## src/rtl/imem_loader_if.sv

```systemverilog
// ============================================================================
//  Module      : imem_loader_if
//  Description : Byte-stream valid/ready channel feeding the program loader.
//  Revision    : 1.0  initial release
// ============================================================================
`default_nettype none

interface imem_loader_if #(
  parameter int dataWordSize = 8
) ();
  logic [dataWordSize-1:0] inByte;
  logic                    inValid;
  logic                    inReady;

  // Byte source (UART / debug bridge side)
  modport master (output inByte, output inValid, input inReady);
  // Byte sink (loader side)
  modport slave  (input inByte, input inValid, output inReady);
endinterface

`default_nettype wire

```

## src/rtl/imem_loader.sv

```systemverilog
// ============================================================================
//  Module      : imem_loader
//  Description : Frame parser that assembles 16-bit words from a byte stream,
//                writes them into instruction memory and releases the CPU
//                only after a frame ends with a correct XOR checksum.
//  Revision    : 1.0  initial release
// ============================================================================
`default_nettype none

module imem_loader #(
  parameter int          ADDR_SIZE    = 8,
  parameter logic [7:0]  SYNC_BYTE    = 8'hA5,
  parameter int          dataWordSize = 8
) (
  input  wire logic                 clock,
  input  wire logic                 rst,
  imem_loader_if.slave              bus,
  output      logic [ADDR_SIZE-1:0] iAddr,
  output      logic [15:0]          iData,
  output      logic                 iWrite,
  output      logic                 cpuHold,
  output      logic                 done,
  output      logic                 error
);

  typedef enum logic [3:0] {
    S_Sync  = 4'd0,
    S_Addr  = 4'd1,
    S_Count = 4'd2,
    S_DataH = 4'd3,
    S_DataL = 4'd4,
    S_Write = 4'd5,
    S_Check = 4'd6,
    S_Done  = 4'd7,
    S_Err   = 4'd8
  } state_t;

  state_t                 r_state,  w_nextState;
  logic [ADDR_SIZE-1:0]   r_iAddr,  w_iAddr;
  logic [15:0]            r_iData,  w_iData;
  logic [7:0]             r_chk,    w_chk;
  logic [8:0]             r_rem,    w_rem;
  logic                   r_hold,   w_hold;
  logic                   r_done,   w_done;
  logic                   r_err,    w_err;

  logic [dataWordSize-1:0] w_byte;
  logic                    w_ready;
  logic                    w_accept;
  logic                    w_isSync;

  // The only cycle that refuses bytes is the memory write cycle.
  assign w_ready  = (r_state != S_Write);
  assign w_accept = bus.inValid && w_ready;
  assign w_byte   = bus.inByte;
  assign w_isSync = (w_byte == SYNC_BYTE);

  assign bus.inReady = w_ready;
  assign iAddr       = r_iAddr;
  assign iData       = r_iData;
  assign iWrite      = (r_state == S_Write);
  assign cpuHold     = r_hold;
  assign done        = r_done;
  assign error       = r_err;

  // Next-state, datapath and status decode; everything holds by default.
  always_comb begin
    w_nextState = r_state;
    w_iAddr     = r_iAddr;
    w_iData     = r_iData;
    w_chk       = r_chk;
    w_rem       = r_rem;
    w_hold      = r_hold;
    w_done      = r_done;
    w_err       = r_err;
    case (r_state)
      // Sync, Done and Err all restart on the marker and drop anything else.
      S_Sync, S_Done, S_Err: begin
        if (w_accept && w_isSync) begin
          w_nextState = S_Addr;
          w_hold      = 1'b1;
          w_done      = 1'b0;
          w_err       = 1'b0;
          w_chk       = 8'h00;
        end
      end
      S_Addr: begin
        if (w_accept) begin
          w_iAddr     = ADDR_SIZE'(w_byte);
          w_chk       = r_chk ^ w_byte;
          w_nextState = S_Count;
        end
      end
      S_Count: begin
        if (w_accept) begin
          w_rem       = (w_byte == 8'h00) ? 9'd256 : {1'b0, w_byte};
          w_chk       = r_chk ^ w_byte;
          w_nextState = S_DataH;
        end
      end
      S_DataH: begin
        if (w_accept) begin
          w_iData     = {w_byte, r_iData[7:0]};
          w_chk       = r_chk ^ w_byte;
          w_nextState = S_DataL;
        end
      end
      S_DataL: begin
        if (w_accept) begin
          w_iData     = {r_iData[15:8], w_byte};
          w_chk       = r_chk ^ w_byte;
          w_nextState = S_Write;
        end
      end
      // Address/data are presented unchanged this cycle; advance afterwards.
      S_Write: begin
        w_iAddr     = r_iAddr + ADDR_SIZE'(1);
        w_rem       = r_rem - 9'd1;
        w_nextState = (r_rem == 9'd1) ? S_Check : S_DataH;
      end
      S_Check: begin
        if (w_accept) begin
          if (w_byte == r_chk) begin
            w_nextState = S_Done;
            w_done      = 1'b1;
            w_hold      = 1'b0;
          end else begin
            w_nextState = S_Err;
            w_err       = 1'b1;
            w_hold      = 1'b1;
          end
        end
      end
      default: w_nextState = S_Sync;
    endcase
  end

  // State, datapath and status registers.
  always_ff @(posedge clock or posedge rst) begin
    if (rst) begin
      r_state <= S_Sync;
      r_iAddr <= '0;
      r_iData <= 16'h0000;
      r_chk   <= 8'h00;
      r_rem   <= 9'd0;
      r_hold  <= 1'b1;
      r_done  <= 1'b0;
      r_err   <= 1'b0;
    end else begin
      r_state <= w_nextState;
      r_iAddr <= w_iAddr;
      r_iData <= w_iData;
      r_chk   <= w_chk;
      r_rem   <= w_rem;
      r_hold  <= w_hold;
      r_done  <= w_done;
      r_err   <= w_err;
    end
  end

endmodule

`default_nettype wire

```

## src/flat_wrapper.sv

```systemverilog
// flat-port wrapper written by rule: the top's interface ports become plain ports
module imem_loader_flat 
#(
  parameter int          ADDR_SIZE    = 8,
  parameter logic [7:0]  SYNC_BYTE    = 8'hA5,
  parameter int          dataWordSize = 8
)
  (clock, rst, iAddr, iData, iWrite, cpuHold, done, error, bus_inByte, bus_inValid, bus_inReady);
  imem_loader_if #(.dataWordSize(dataWordSize)) bus_i ();
  input  wire logic clock;
  input  wire logic rst;
  output      logic [ADDR_SIZE-1:0] iAddr;
  output      logic [15:0] iData;
  output      logic iWrite;
  output      logic cpuHold;
  output      logic done;
  output      logic error;
  input wire logic [$bits(bus_i.inByte)-1:0] bus_inByte;
  input wire logic [$bits(bus_i.inValid)-1:0] bus_inValid;
  output wire logic [$bits(bus_i.inReady)-1:0] bus_inReady;
  assign bus_i.inByte = bus_inByte;
  assign bus_i.inValid = bus_inValid;
  assign bus_inReady = bus_i.inReady;
  imem_loader #(.ADDR_SIZE(ADDR_SIZE), .SYNC_BYTE(SYNC_BYTE), .dataWordSize(dataWordSize)) u_core (.clock(clock), .rst(rst), .bus(bus_i), .iAddr(iAddr), .iData(iData), .iWrite(iWrite), .cpuHold(cpuHold), .done(done), .error(error));
endmodule
```

## config.mk

```make
export PLATFORM = sky130hd
export DESIGN_NAME = imem_loader_flat
export DESIGN_NICKNAME = d
export VERILOG_FILES = /design/src/rtl/imem_loader_if.sv /design/src/rtl/imem_loader.sv /design/src/flat_wrapper.sv
export SDC_FILE = /design/constraint.sdc
export NUM_CORES = 1
export LEC_CHECK = 0
export ABC_AREA = 1
export BUFFER_PORTS_ARGS = -buffer_cell sky130_fd_sc_hd__buf_2
export CAP_MARGIN = 20
export CORE_ASPECT_RATIO = 0.7
export CORE_MARGIN = 3
export CORE_UTILIZATION = 30
export CTS_BUF_LIST = sky130_fd_sc_hd__clkbuf_8
export DETAILED_ROUTE_END_ITERATION = 8
export GPL_TIMING_DRIVEN = 0
export PLACE_DENSITY = 0.57
export SYNTH_ARGS = -nofsm -noshare
export SYNTH_HDL_FRONTEND = slang
export SYNTH_SLANG_ARGS = --single-unit
```

## constraint.sdc

```tcl
create_clock -name clock -period 3.56 [get_ports clock]
set_input_delay 0.356 -clock clock [delete_from_list [all_inputs] [get_ports clock]]
set_output_delay 0.356 -clock clock [all_outputs]
set_load 0.01 [all_outputs]
```

==> results.json <==
{
  "cp-end-kind": "output pin",
  "grt_setup_unrepaired": "false",
  "rows": 28,
  "finalHoldViolCount": 0,
  "cts.path.max_buffers": 2,
  "diodes": 0,
  "irDropWorstVdd_mv": 0.2955,
  "dp.cells": 528,
  "via_per_inst": 4.716,
  "grt_pass1_vias": 2434,
  "relSlewSlack_pct": 63.66,
  "netlist_instances": 368,
  "ioPinCount": 40,
  "fin_setup_tns_ps": 0,
  "cts.sinks": 48,
  "place_hpwl_um": 5519,
  "required_ps": 3200,
  "fmax_ghz": 0.4985,
  "fin_area_um2": 3232,
  "grt_pass1_wl_um": 12280,
  "grt_usage_pct": 14.93,
  "netlist.area_leader.share_pct": 42.84,
  "clock_skew_ps": 8.777,
  "setup_viol": 0,
  "synth_top_area_cell": "dfrtp_1",
  "core-area_um2": 8688,
  "drc": 0,
  "async_flop_share_pct": 100.0,
  "total_power_mw": 2.668,
  "cts-htree-levels": 2,
  "syn_nets": 382,
  "initial_core_util_pct": 31.60,
  "leakage_nw": 1.657,
  "arrival_ps": 1650,
  "synthMostInstantiatedCell": "nand2_1",
  "rrSetupSlack_ps": 1870,
  "numCtsBuffers": 5,
  "p_per_area_nw_per_um2": 825.6,
  "worstMarginPinSlew_ps": 544.3,
  "ys_types": 30,
  "crit_fanout": 10,
  "slew_violations": 0,
  "antenna_found_initial": 0,
  "drv_cap": 0,
  "clock_latency_ps": 310,
  "placed_area_um2": 3110,
  "synth_flop_cell": "dfrtp_1",
  "fin_crit_sh_pct": 56.35,
  "fin_util_pct": 37.20,
  "die_w_um": 120.3,
  "fp.dieH_um": 86.04,
  "synth_area_leaders": "dfrtp_1 (43%), nand2_1 (17%), nand3_1 (5.8%), inv_1 (5.2%), nor2_1 (3.7%)",
  "portBuffers": 39,
  "ant_nets": 0,
  "routedWlPerCell_um": 13.53,
  "area_growth_syn_to_layout_pct": 17.73,
  "firstDrtPassIters": 4,
  "syn_area_um2": 2745,
  "reg2reg_from": "u_core.r_state[3]$_DFFE_PP0P_",
  "detail_route.iter0.violations": 153,
  "synth-seq-cells": 48,
  "via_count": 2528,
  "cts_resized": 0,
  "critPathKind": "flop to output pin",
  "regArea_um2": 1202,
  "cts_tree": "done",
  "ctsHoldBuffers": 0,
  "gp_congestion": 0.8560,
  "yosys_warnings": 0,
  "ys_seq_area_share_pct": 43.80,
  "crit_path_start_kind": "flop",
  "drive_gt1_share_pct": 20.67,
  "die-area_um2": 10350,
  "synth_edf_count": 0,
  "grt-ovfl-total": 0,
  "grt_max_degree": 27,
  "synth_common_cells": "nand2_1 (121), dfrtp_1 (47), inv_1 (38), nand3_1 (32), nor2_1 (27)",
  "fin_cells": 536,
  "cts.reportedPaths.clkPinSlew_ps": 100,
  "syn_avg_cell_area_um2": 7.460,
  "rr_endpoint": "u_core.r_chk[1]$_DFFE_PP0P_",
  "routed_wl_um": 7252,
  "min_path_type": "primary input to async pin",
  "multiInputGateArea_um2": 1338,
  "period_minus_slack_ps": 2006,
  "nets": 429,
  "status": "finished clean",
  "cts_setup_buffers": 0,
  "fillers": 963,
  "cts_root_buffer": "clkbuf_8",
  "rr_worst_depth": 7
}
-- report_power, final --
group          switching, mW  leakage, nW  internal [mW]
Combinational          0.787        0.998          0.459
Clock                  0.203       0.0614          0.230
Sequential             0.189        0.598          0.799
Total                   1.18         1.66           1.49
-- through the flow --
stage,setup WS (ps),hold slack [ps]
6_report,1554,68.66
5_1_grt,1434,97.37
4_1_cts,1533,80.64
3_5_place_dp,1889,441.7
3_3_place_gp,1317,450.4
2_1_floorplan,2061,467.3
-- metal layers --
metal,track usage (%),vias to the layer above,share of wire (%)
li1,-,1287,-
met1,22.62,1174,51
met2,21.51,60,41
met3,3.626,7,7.2
met4,3.086,0,0.81
met5,0,-,0
-- placed cells by master (no fill, tap or decap), types with 8 or more instances in the layout --
cell	Yosys	final
dfrtp_1	47	47
nand2_1	121	121
nor2_2	8	8
inv_1	38	37
inv_2	7	8
buf_2	2	41
nand3_1	32	32
o21ai_1	19	19
nor2_1	27	27
o211ai_1	8	8
o21ai_0	15	15
-- state kept, by name, indices dropped and copies added (netlist names) --
register	flops
u_core.r_state	4
u_core.done	1
u_core.error	1
u_core.cpuHold	1
u_core.iAddr	8
u_core.r_rem	9
u_core.r_chk	8
u_core.iData	16
-- worst max-delay path by stage --
stage / start / to / slack [ps] / depth (start not counted)
finish: u_core.r_state[1]$_DFFE_PP0P_ / iWrite / 1550 / 6
global route: u_core.r_state[3]$_DFFE_PP0P_ / iWrite / 1430 / 6
CTS: u_core.r_state[3]$_DFFE_PP0P_ / iWrite / 1530 / 6
global placement: rst / u_core.r_state[1]$_DFFE_PP0P_ / 1320 / 2
detailed placement: u_core.r_state[1]$_DFFE_PP0P_ / iWrite / 1890 / 6
floorplan: rst / u_core.done$_DFFE_PP0P_ / 2060 / 1
-- logic make-up (layout without fill, tap and decap cells) --
| kind of cell | count (synthesis) | in the layout | share of synthesized area, % |
|---|---|---|---|
| AO/OA/AOI/OAI | 56 | 56 | 12.40 |
| XOR/XNOR | 3 | 3 | 0.9573 |
| adder cells (fa/ha/maj) | 3 | 3 | 1.368 |
| buffers and inverters | 50 | 98 | 7.475 |
| flip-flops | 48 | 48 | 43.80 |
| AND/OR/NAND/NOR | 208 | 208 | 34.00 |
-- worst max-delay path, cell delays in order, from the launching register on --
cell,delay (ps)
dfrtp_1,470
inv_2,80
nand2_2,90
nor2_4,150
buf_4,200
buf_4,200
buf_2,150
-- layout make-up --
cell class	instances	area share (%)
multi-input cells	270	41.39
flip-flops and latches	48	37.20
repair buffers	40	6.659
inverters	45	5.226
well taps	120	4.646
clock buffers	6	2.555
clock inverters	2	1.200
plain buffers	5	1.123
Power figures use the tool's default switching activity.
